[config.mk]
export PLATFORM = sky130hd
export DESIGN_NAME = fetch_ctrl
export DESIGN_NICKNAME = d
export VERILOG_FILES = /design/src/rtl/fetch_ctrl.sv
export SDC_FILE = /design/constraint.sdc
export NUM_CORES = 1
export LEC_CHECK = 0
export CORE_AREA = 4 4 112 114
export DETAILED_ROUTE_END_ITERATION = 8
export DIE_AREA = 0 0 116 118
export GPL_TIMING_DRIVEN = 0
export HOLD_SLACK_MARGIN = 0.12
export PLACE_DENSITY = 0.83
export SYNTH_ARGS = -nofsm -noshare
export SYNTH_HDL_FRONTEND = slang
export SYNTH_SLANG_ARGS = --single-unit
[constraint.sdc]
create_clock -name clk -period 1.86 [get_ports clk]
set_input_delay 0.279 -clock clk [delete_from_list [all_inputs] [get_ports clk]]
set_output_delay 0.279 -clock clk [all_outputs]
set_load 0.02 [all_outputs]
[src/rtl/fetch_ctrl.sv]
// ---------------------------------------------------------------------------
// fetch_ctrl
//   Instruction fetch sequencer. Steers the if_stage PC register (stall /
//   load-target / advance), issues one instruction-memory request at a time
//   on a req/gnt/rvalid port and hands each fetched word to ID. Branch/jump
//   redirects from EX are applied immediately. Responses belonging to a fetch
//   that was overtaken by a redirect are swallowed. A memory that never
//   answers raises a sticky error and parks the block until reset.
//
// Handshakes
//   imem: a request is accepted in the cycle imem_req_o && imem_gnt_i. Exactly
//     one imem_rvalid_i pulse follows each accepted request, no earlier than
//     the next cycle. Only one request is ever outstanding.
//   ID:   an instruction transfers in the cycle instr_valid_o && id_ready_i,
//     unless redirect_i is high in that same cycle (the redirect wins and the
//     instruction is thrown away). While instr_valid_o is high and no transfer
//     happens, instr_o / instr_pc_o hold their values.
//
// Ports
//   clk, rst         clock, synchronous active-high reset
//   pc_i             current PC from if_stage
//   pc_stall_o       hold the PC (low only on ID transfer or redirect)
//   pc_src_o         1 = if_stage loads branch_target_o instead of PC+4
//   branch_target_o  redirect target (always mirrors redirect_pc_i)
//   redirect_i       EX taken branch/jump this cycle
//   redirect_pc_i    EX redirect target
//   imem_req_o       fetch request
//   imem_addr_o      fetch address (= pc_i)
//   imem_gnt_i       request accepted
//   imem_rvalid_i    response valid
//   imem_rdata_i     response word
//   instr_valid_o    instruction to ID valid
//   instr_o          instruction to ID
//   instr_pc_o       PC of instr_o
//   id_ready_i       ID accepts
//   fetch_err_o      sticky memory-timeout flag
//   state_dbg        current FSM state (debug observation only)
// ---------------------------------------------------------------------------
module fetch_ctrl #(
  parameter int TIMEOUT_CYCLES = 255
) (
  input  logic        clk,
  input  logic        rst,
  input  logic [31:0] pc_i,
  output logic        pc_stall_o,
  output logic        pc_src_o,
  output logic [31:0] branch_target_o,
  input  logic        redirect_i,
  input  logic [31:0] redirect_pc_i,
  output logic        imem_req_o,
  output logic [31:0] imem_addr_o,
  input  logic        imem_gnt_i,
  input  logic        imem_rvalid_i,
  input  logic [31:0] imem_rdata_i,
  output logic        instr_valid_o,
  output logic [31:0] instr_o,
  output logic [31:0] instr_pc_o,
  input  logic        id_ready_i,
  output logic        fetch_err_o,
  output logic [2:0]  state_dbg
);

  typedef enum logic [2:0] {
    S_IDLE  = 3'd0,
    S_REQ   = 3'd1,
    S_WAIT  = 3'd2,
    S_VALID = 3'd3,
    S_DROP  = 3'd4,
    S_HALT  = 3'd5
  } state_t;

  // A zero TIMEOUT_CYCLES disables the timeout; keep a 1-bit counter so the
  // declarations stay legal in that case.
  localparam bit          TO_EN   = (TIMEOUT_CYCLES > 0);
  localparam int          CW      = TO_EN ? $clog2(TIMEOUT_CYCLES + 1) : 1;
  localparam logic [CW-1:0] TO_LAST = TO_EN ? CW'(TIMEOUT_CYCLES - 1) : '0;

  state_t        state;
  logic [31:0]   fetch_pc;
  logic [CW-1:0] to_cnt;

  logic redirect_eff;
  logic handshake;
  logic count_cycle;
  logic timeout_hit;

  // Redirects are meaningless before the first request and once halted.
  assign redirect_eff = redirect_i && (state != S_IDLE) && (state != S_HALT);
  // A redirect in VALID kills the instruction, so it is not a transfer.
  assign handshake    = (state == S_VALID) && id_ready_i && !redirect_i;
  assign count_cycle  = ((state == S_WAIT) || (state == S_DROP)) && !imem_rvalid_i;
  // to_cnt already holds the number of earlier waiting cycles, so the cycle
  // that finds it at TIMEOUT_CYCLES-1 is the TIMEOUT_CYCLES-th one.
  assign timeout_hit  = TO_EN && count_cycle && (to_cnt == TO_LAST);

  assign pc_stall_o      = !(redirect_eff || handshake);
  assign pc_src_o        = redirect_eff;
  assign branch_target_o = redirect_pc_i;
  assign imem_req_o      = (state == S_REQ);
  assign imem_addr_o     = pc_i;
  assign state_dbg       = state;

  always_ff @(posedge clk) begin
    if (rst) begin
      state         <= S_IDLE;
      fetch_pc      <= '0;
      instr_valid_o <= 1'b0;
      instr_o       <= '0;
      instr_pc_o    <= '0;
      fetch_err_o   <= 1'b0;
      to_cnt        <= '0;
    end else begin
      // Saturating wait counter; only runs while a response is outstanding.
      if (count_cycle) begin
        if (to_cnt != {CW{1'b1}}) to_cnt <= to_cnt + CW'(1);
      end else begin
        to_cnt <= '0;
      end

      if (timeout_hit) begin
        fetch_err_o <= 1'b1;
        state       <= S_HALT;
      end else begin
        case (state)
          S_IDLE: state <= S_REQ;

          S_REQ: begin
            if (redirect_i) begin
              // A grant in the redirect cycle means a stale response is coming.
              state <= imem_gnt_i ? S_DROP : S_REQ;
            end else if (imem_gnt_i) begin
              fetch_pc <= pc_i;
              state    <= S_WAIT;
            end
          end

          S_WAIT: begin
            if (redirect_i) begin
              state <= imem_rvalid_i ? S_REQ : S_DROP;
            end else if (imem_rvalid_i) begin
              instr_o       <= imem_rdata_i;
              instr_pc_o    <= fetch_pc;
              instr_valid_o <= 1'b1;
              state         <= S_VALID;
            end
          end

          S_VALID: begin
            if (redirect_i || id_ready_i) begin
              instr_valid_o <= 1'b0;
              state         <= S_REQ;
            end
          end

          S_DROP: begin
            if (imem_rvalid_i) state <= S_REQ;
          end

          S_HALT: state <= S_HALT;

          default: state <= S_IDLE;
        endcase
      end
    end
  end

endmodule

==> summary.txt, run 1 <==
Outcome
  – Run status: finished clean

Clock network
  – Register clock-pin slew on the reported worst setup and hold paths: 0.07 ns
  – Sink count of the clock tree: 109
  – H-tree levels: 3
  – Inserted Clock Buffers: 9
  – Maximum buffer depth of the clock tree: 2
  – CTS tree: built
  – Clock Root Buffer: sky130_fd_sc_hd__clkbuf_16
  – Clock latency reported for the late side of the worst-skew pair: 0.33 ns
  – Post-CTS setup buffer count: 0

GRT
  – First-pass GRT wire length: 20.20 mm
  – Combined global-route utilization of all metal layers: 0.1799
  – Number of global-route vias before repair: 4288
  – Global route total overflow: 0
  – Maximum number of pins on one net before global-route repair: 20
  – Initial antenna violation count: 0

STA
  – Maximum clock frequency: 557.8 MHz
  – Worst Slack Setup Final: 0.06728 ns
  – Share of the cycle needed by the critical path after routing: 0.9638
  – Post-route minimum period: 1.793 ns
  – Final worst clock skew: 0.009069 ns
  – Pins over their slew limit: 0
  – Max transition margin: 0.5895
  – Unrepaired setup endpoints after global routing: false
  – Slew at the pin with the worst max-slew slack: 0.6158 ns
  – Final hold violations: 0
  – Number of endpoints failing setup at the final stage: 0

Logic synthesis
  – Combinational family with the most area after synthesis: simple AND/OR/NAND/NOR gates
  – Top post-synthesis cells by area: sky130_fd_sc_hd__dfxtp_1 (48%), sky130_fd_sc_hd__nand2_1 (16%), sky130_fd_sc_hd__buf_4 (12%)
  – Unique masters post-synth: 36
  – Part of the Yosys area used for sequential elements: 0.4787
  – Mapped Nets: 682
  – Adder and majority cell fraction of the synthesized area: 0.005490
  – Cell Area, Synth: 0.004558 mm²
  – Post-synthesis xor/xnor area fraction: 0.007686
  – Post-synthesis register bit count: 109
  – Yosys warning total: 0
  – Synth Instances: 578
  – Top cell type's share of synthesized area: 0.4787
  – Compound-cell area share of the yosys netlist: 0.1348
  – Share of synthesized cell area in and, or, nand and nor gates: 0.2196
  – Multiplexer area fraction after synthesis: 0.002196
  – Cell type with the largest total area after synthesis: sky130_fd_sc_hd__dfxtp_1
  – Synthesized area divided by synthesized cell count: 7.886 µm²

Placed design
  – HPWL Detailed: 9.982 mm
  – Count of buffers from port buffering: 205
  – Weighted congestion at the end of routability-driven global placement: 0.8031
  – DP Worst Slack: -0.2095 ns
  – Instance area after placement: 0.006789 mm²

Final layout
  – Filler cell count in the final layout: 1067
  – Share of final-layout standard cells stronger than drive strength 1: 0.1352
  – Area growth, synth to finish: 55.28%
  – Commonest non-fill, non-tap cells in the layout: sky130_fd_sc_hd__clkdlybuf4s50_1 (202), sky130_fd_sc_hd__nand2_1 (193), sky130_fd_sc_hd__dfxtp_1 (106), sky130_fd_sc_hd__a21oi_1 (105), sky130_fd_sc_hd__buf_4 (73)
  – Antenna Diode Count: 0
  – Register area: 0.002186 mm²
  – Most common library cell in the layout ignoring fill and taps: sky130_fd_sc_hd__clkdlybuf4s50_1
  – Net total in the final layout: 898
  – Multi-input gate area: 0.001694 mm²
  – Final instance area: 0.007078 mm²

Worst setup path
  – Cell with the largest stage delay on the worst path: sky130_fd_sc_hd__clkdlybuf4s50_1
  – CP max stage delay: 0.59 ns
  – Endpoint required time on the critical path: 1.58 ns
  – Critical path class: in -> out
  – Endpoint kind of the worst setup timing path: output pin
  – Category of cells accounting for the largest share of critical-path delay: buffers and inverters
  – Critical path buffers and inverters: 3
  – Signal arrival time at the worst endpoint: 1.51 ns
  – Most repeated library cell on the critical path: sky130_fd_sc_hd__clkdlybuf4s50_1
  – Category of the worst setup path launch point: input pin
  – Cell Chain, Critical Path: clkdlybuf4s50_1 > buf_4 > clkdlybuf4s50_1
  – Top fanout value on the critical path: 2

Floorplanning
  – Number of core rows: 39
  – Ports: 238
  – Horiz. Die Dim: 116 µm
  – Initial Utilization: 0.3992
  – Core Area: 0.01142 mm²
  – Die span in y: 118 µm
  – DIE AREA: 0.01369 mm²

Detailed routing
  – Mean number of vias per cell: 4.654
  – Routed len/inst: 13.48 µm
  – First-pass iteration count of the detailed router: 5
  – Final antenna-violating net count: 0
  – Count of vias placed by the detailed router: 4384
  – Drt total wl: 12.70 mm
  – Iter 0 DRT Violations: 188
  – DRC violation count after routing: 0

Pwr
  – Static leakage: 2.567 nW
  – Worst vdd rail ir drop: 0.0004109 V
  – Power density over cell area: 701.5 mW/mm²

Hold path
  – Path category of the worst min-delay check: reg -> reg

Job
  – Max-cap violation count: 0
cells in the mapped netlist:
cell type / instances
sky130_fd_sc_hd__nor3_1: 3
sky130_fd_sc_hd__o21a_1: 1
sky130_fd_sc_hd__xor2_1: 2
sky130_fd_sc_hd__inv_2: 1
sky130_fd_sc_hd__nor2b_1: 3
sky130_fd_sc_hd__nand2_1: 193
sky130_fd_sc_hd__a211oi_1: 3
sky130_fd_sc_hd__or4_1: 1
sky130_fd_sc_hd__nor3b_1: 3
sky130_fd_sc_hd__a31oi_1: 1
sky130_fd_sc_hd__and4b_1: 1
sky130_fd_sc_hd__and2_1: 2
sky130_fd_sc_hd__nand3_1: 8
sky130_fd_sc_hd__dfxtp_1: 109
sky130_fd_sc_hd__clkbuf_1: 16
sky130_fd_sc_hd__o21ai_1: 1
sky130_fd_sc_hd__buf_6: 3
sky130_fd_sc_hd__nand4b_1: 1
sky130_fd_sc_hd__and3_1: 5
sky130_fd_sc_hd__mux2i_1: 1
sky130_fd_sc_hd__nand4_1: 2
sky130_fd_sc_hd__nor4_1: 1
sky130_fd_sc_hd__o21ai_0: 6
sky130_fd_sc_hd__a311oi_1: 1
sky130_fd_sc_hd__nor3b_2: 1
sky130_fd_sc_hd__xnor2_1: 2
sky130_fd_sc_hd__a211o_1: 1
sky130_fd_sc_hd__buf_2: 9
sky130_fd_sc_hd__and4_1: 1
sky130_fd_sc_hd__a21oi_1: 105
sky130_fd_sc_hd__ha_1: 2
sky130_fd_sc_hd__nor2_1: 11
sky130_fd_sc_hd__nand2b_1: 3
sky130_fd_sc_hd__buf_4: 72
sky130_fd_sc_hd__inv_1: 2
sky130_fd_sc_hd__nor3_2: 1
registers in the layout, summed over array words and instances (netlist names):
register,cells
to_cnt,8
state_dbg,3
fetch_err_o,1
instr_o,32
instr_pc_o,32
fetch_pc,32
instr_valid_o,1
per-layer routing:
layer | GRT usage | share of wire | up-vias
li1 | - | - | 2256
met1 | 0.2046 | 0.40 | 1967
met2 | 0.3302 | 0.52 | 153
met3 | 0.04473 | 0.075 | 8
met4 | 0.04423 | 0.011 | 0
met5 | 0 | 0 | -
final cells by class:
type                       instances  area share
clock inverter                     6    0.007955
multi-input combinational        366      0.2393
timing repair buffer             205      0.2883
sequential                       109      0.3088
inverter                           3    0.001591
clock buffer                      10     0.03235
buffer                           100     0.09634
tap                              143     0.02528
where the power goes:
part           switching, mW  total, mW  internal [mW]  leakage [nW]
clock                  0.877       1.82          0.939         0.137
sequential            0.0278       2.40           2.37         0.881
combinational          0.331      0.754          0.422          1.55
cell families (layout without fill, tap and decap cells):
logic type | count (synthesis) | count (layout)
AO/OA/AOI/OAI | 119 | 119
XOR/XNOR | 4 | 4
adder cells (fa/ha/maj) | 2 | 2
buffers and inverters | 103 | 324
flip-flops | 109 | 109
multiplexers | 1 | 1
AND/OR/NAND/NOR | 240 | 240
through the flow:
| step | power [mW] | hold slack (ns) | cells | setup TNS [ns] | utilization |
|---|---|---|---|---|---|
| after global placement | 3.201 | 0.4373 | 926 | -9.930 | 0.5946 |
| final | 4.965 | 0.4515 | 942 | 0 | 0.6199 |
| after CTS | 5.030 | 0.4532 | 942 | 0 | 0.6205 |
| after global routing | 5.172 | 0.4710 | 942 | 0 | 0.6199 |
| after detailed placement | 3.209 | 0.4437 | 926 | -10.33 | 0.5946 |
| after floorplan | 2.820 | 0.4150 | 578 | 0 | - |
worst register-to-register path: cells and delay by family, from the launching register on:
kind,cells,cell delay (ns)
buffers and inverters,1,0.32
flip-flops,1,0.43
AO/OA/AOI/OAI,1,0.06
AND/OR/NAND/NOR,3,0.67
final timing paths:
path | slack, ns | start | endpoint | depth (start not counted)
worst max-delay path | 0.07 | pc_i[0] | imem_addr_o[0] | 3
worst min-delay path | 0.45 | fetch_pc[15] | instr_pc_o[15] | 2
worst max register to register | 0.25 | state_dbg[0] | fetch_pc[29] | 5
worst min register to register | 0.45 | fetch_pc[15] | instr_pc_o[15] | 2
repair_timing:
action | CTS | global route
hold buffers | 0 | 0
gates resized for setup | 10 | 4
endpoints found under the setup margin | 3 | 2
hold endpoints to repair | 0 | 0
No activity file was read; power rests on OpenSTA's default activity.
==> inputs of run 2 (changes only) <==
==> config.mk (replaced) <==
export PLATFORM = sky130hd
export DESIGN_NAME = fetch_ctrl
export DESIGN_NICKNAME = d
export VERILOG_FILES = /design/src/rtl/fetch_ctrl.sv
export SDC_FILE = /design/constraint.sdc
export NUM_CORES = 1
export LEC_CHECK = 0
export ABC_AREA = 1
export CORE_AREA = 4 4 114 116
export DETAILED_ROUTE_END_ITERATION = 8
export DIE_AREA = 0 0 118 120
export GPL_TIMING_DRIVEN = 0
export HOLD_SLACK_MARGIN = 0.12
export PLACE_DENSITY = 0.82
export SYNTH_ARGS = -nofsm -noshare
export SYNTH_HDL_FRONTEND = slang
export SYNTH_SLANG_ARGS = --single-unit
==> summary.txt, run 2 <==
Final layout
  – Net total in the final layout: 955 (+6.3%)
  – Filler cell count in the final layout: 1095 (+2.6%)
  – Antenna Diode Count: 0 (unchanged)
  – Registers with the most flip-flops: fetch_pc (32), instr_o (32), instr_pc_o (32)
  – Area growth, synth to finish: 53.73%
  – Share of final-layout standard cells stronger than drive strength 1: 0.1368 (+0.001673)
  – Share of the core filled with cells: 0.6059 (-0.01399)
  – Most common library cell in the layout ignoring fill and taps: sky130_fd_sc_hd__clkdlybuf4s50_1
  – Commonest non-fill, non-tap cells in the layout: sky130_fd_sc_hd__clkdlybuf4s50_1 (201), sky130_fd_sc_hd__nor2_1 (140), sky130_fd_sc_hd__dfxtp_1 (106), sky130_fd_sc_hd__nand2_1 (96), sky130_fd_sc_hd__o21ai_0 (70)

Worst setup path
  – Endpoint kind of the worst setup timing path: output pin
  – Category of the worst setup path launch point: input pin
  – Setup slack of the worst register-to-register path: 0.21 ns (-0.04 ns)
  – Critical path class: in -> out
  – Cell with the largest stage delay on the worst path: sky130_fd_sc_hd__clkdlybuf4s50_1
  – Signal arrival time at the worst endpoint: 1.51 ns (about the same)
  – Most repeated library cell on the critical path: sky130_fd_sc_hd__clkdlybuf4s50_1
  – CP max stage delay: 0.59 ns (about the same)
  – Top fanout value on the critical path: 2 (unchanged)
  – Cell Chain, Critical Path: clkdlybuf4s50_1 > buf_4 > clkdlybuf4s50_1
  – Endpoint required time on the critical path: 1.58 ns (about the same)

Clock network
  – Hold Buf Count CTS: 0 (unchanged)
  – H-tree levels: 3 (unchanged)
  – Clock Root Buffer: sky130_fd_sc_hd__clkbuf_16
  – CTS tree: built
  – Maximum buffer depth of the clock tree: 2 (unchanged)
  – Sink count of the clock tree: 109 (unchanged)
  – Register clock-pin slew on the reported worst setup and hold paths: 0.07 ns (about the same)
  – Inserted Clock Buffers: 9 (unchanged)
  – Clock latency reported for the late side of the worst-skew pair: 0.34 ns (about the same)

Logic synthesis
  – Mapped Nets: 738 (+8.2%)
  – Yosys warning total: 0 (unchanged)
  – Synthesized area divided by synthesized cell count: 7.405 µm² (-6.1%)
  – Most frequent cell after synthesis: sky130_fd_sc_hd__nor2_1
  – Ys flop type: sky130_fd_sc_hd__dfxtp_1
  – Part of the Yosys area used for sequential elements: 0.4648 (-0.01391)
  – Number of enable flip-flop cells after synthesis: 0 (unchanged)
  – Post-synthesis register bit count: 109 (unchanged)
  – Cell Area, Synth: 0.004695 mm² (+3.0%)
  – Synth Instances: 634 (+9.7%)
  – Synth top cells by count: sky130_fd_sc_hd__nor2_1 (140), sky130_fd_sc_hd__dfxtp_1 (109), sky130_fd_sc_hd__nand2_1 (97), sky130_fd_sc_hd__o21ai_0 (70), sky130_fd_sc_hd__buf_4 (68)
  – Asr flop ratio synth: 0 (unchanged)
  – Top cell type's share of synthesized area: 0.4648 (-0.01391)
  – Cell type with the largest total area after synthesis: sky130_fd_sc_hd__dfxtp_1
  – Unique masters post-synth: 29 (-19%)
  – Top post-synthesis cells by area: sky130_fd_sc_hd__dfxtp_1 (46%), sky130_fd_sc_hd__nor2_1 (11%), sky130_fd_sc_hd__buf_4 (11%)

Detailed routing
  – DRC violation count after routing: 0 (unchanged)
  – Count of vias placed by the detailed router: 4540 (+3.6%)
  – Mean number of vias per cell: 4.531 (-2.6%)
  – Iter 0 DRT Violations: 222 (+18%)
  – Final antenna-violating net count: 0 (unchanged)
  – First-pass iteration count of the detailed router: 4 (-1)
  – Routed len/inst: 12.91 µm (-4.2%)
  – Drt total wl: 12.94 mm (+1.9%)

STA
  – Unrepaired setup endpoints after global routing: false
  – Pins over their slew limit: 0 (unchanged)
  – Final worst clock skew: 0.005870 ns (-0.003199 ns)
  – Max transition margin: 0.6963 (+0.1068)
  – Post-Route Setup TNS: 0 ns (unchanged)
  – Number of endpoints failing setup at the final stage: 0 (unchanged)
  – Final hold violations: 0 (unchanged)
  – Share of the cycle needed by the critical path after routing: 0.9627 (-0.001143)
  – Post-route minimum period: 1.791 ns (-0.002125 ns)
  – Worst Slack Setup Final: 0.06941 ns (+0.002125 ns)
  – Slew at the pin with the worst max-slew slack: 0.4556 ns (-0.1602 ns)
  – Maximum clock frequency: 558.5 MHz (+0.12%)

GRT
  – Global route total overflow: 0 (unchanged)
  – Initial antenna violation count: 0 (unchanged)
  – First-pass GRT wire length: 20.76 mm (+2.8%)
  – Combined global-route utilization of all metal layers: 0.1769 (-0.002948)
  – Maximum number of pins on one net before global-route repair: 19 (-5.0%)
  – Number of global-route vias before repair: 4188 (-2.3%)

Outcome
  – Run status: finished clean

Pwr
  – Worst vdd rail ir drop: 0.0004796 V (+17%)
  – Power density over cell area: 831.2 mW/mm² (+18%)
  – Static leakage: 3.178 nW (+24%)
  – Post-layout total power: 5.999 mW (+21%)

Hold path
  – Path category of the worst min-delay check: reg -> reg

Floorplanning
  – Core Area: 0.01191 mm² (+4.3%)
  – Horiz. Die Dim: 118 µm (+1.7%)
  – Number of core rows: 40 (+2.6%)
  – DIE AREA: 0.01416 mm² (+3.4%)
  – Die span in y: 120 µm (+1.7%)
  – Initial Utilization: 0.3941 (-0.005072)
  – Ports: 238 (unchanged)

Job
  – Max-cap violation count: 0 (unchanged)

Placed design
  – HPWL Detailed: 9.887 mm (-0.95%)
  – DP Worst Slack: -0.4672 ns (-0.2577 ns)
  – Count of buffers from port buffering: 205 (unchanged)
  – Weighted congestion at the end of routability-driven global placement: 0.8719 (+8.6%)
run 2: power by group:
part / switching [mW] / internal (mW) / leakage [nW]
registers: 0.0937 / 2.53 / 0.884
logic: 0.833 / 0.761 / 2.16
clock network: 0.867 / 0.917 / 0.137
run 2: path summary, 6_finish.rpt:
path,startpoint,to,depth (start not counted)
worst max-delay path,pc_i[30],imem_addr_o[30],3
worst min register to register,fetch_pc[23],instr_pc_o[23],2
worst max register to register,to_cnt[0],fetch_pc[19],9
worst min-delay path,fetch_pc[23],instr_pc_o[23],2
run 2: per-layer routing:
| metal | track usage | vias up | wire length (µm) |
|---|---|---|---|
| met5 | 0 | - | 0 |
| met4 | 0.02857 | 0 | 73 |
| met3 | 0.05796 | 8 | 1050 |
| met2 | 0.3029 | 166 | 6183 |
| met1 | 0.2214 | 2010 | 5630 |
| li1 | - | 2356 | - |
run 2: worst max-delay path: cells and delay by family:
kind                   cells  cell delay [ns]
buffers and inverters      3             1.23
run 2: layout make-up:
cell class	instances	area (µm²)	share of cell area
Sequential cell	109	2188	0.3032
Buffer	93	649.4	0.08998
Multi-Input combinational cell	378	1664	0.2306
Clock buffer	9	225.2	0.03121
Tap cell	147	183.9	0.02549
Timing Repair Buffer	206	2057	0.2850
Clock inverter	6	45.04	0.006241
Inverter	54	203.9	0.02826
run 2: cells by family (layout without fill, tap and decap cells):
| logic type | Yosys count | after routing | share of synthesized area |
|---|---|---|---|
| AOI/OAI and AO/OA | 116 | 116 | 0.1258 |
| xor gates and xnor gates | 1 | 1 | 0.001866 |
| adders and majority gates | 2 | 2 | 0.005330 |
| buffers and inverters | 147 | 368 | 0.1812 |
| DFF | 109 | 109 | 0.4648 |
| and+or+nand+nor | 259 | 259 | 0.2210 |
run 2: stage by stage:
stage          cells  cell area (µm²)  hold WS [ns]
2_1_floorplan    634             4695        0.3481
3_3_place_gp     986             6930        0.4356
3_5_place_dp     986             6930        0.4418
4_1_cts         1002             7208        0.4552
5_1_grt         1002             7217        0.4748
6_report        1002             7217        0.4523
run 2: repair_timing:
item | in CTS | in global routing
setup endpoints to repair | 5 | 37
gates resized for setup | 9 | 6
buffers inserted | 1 | 0
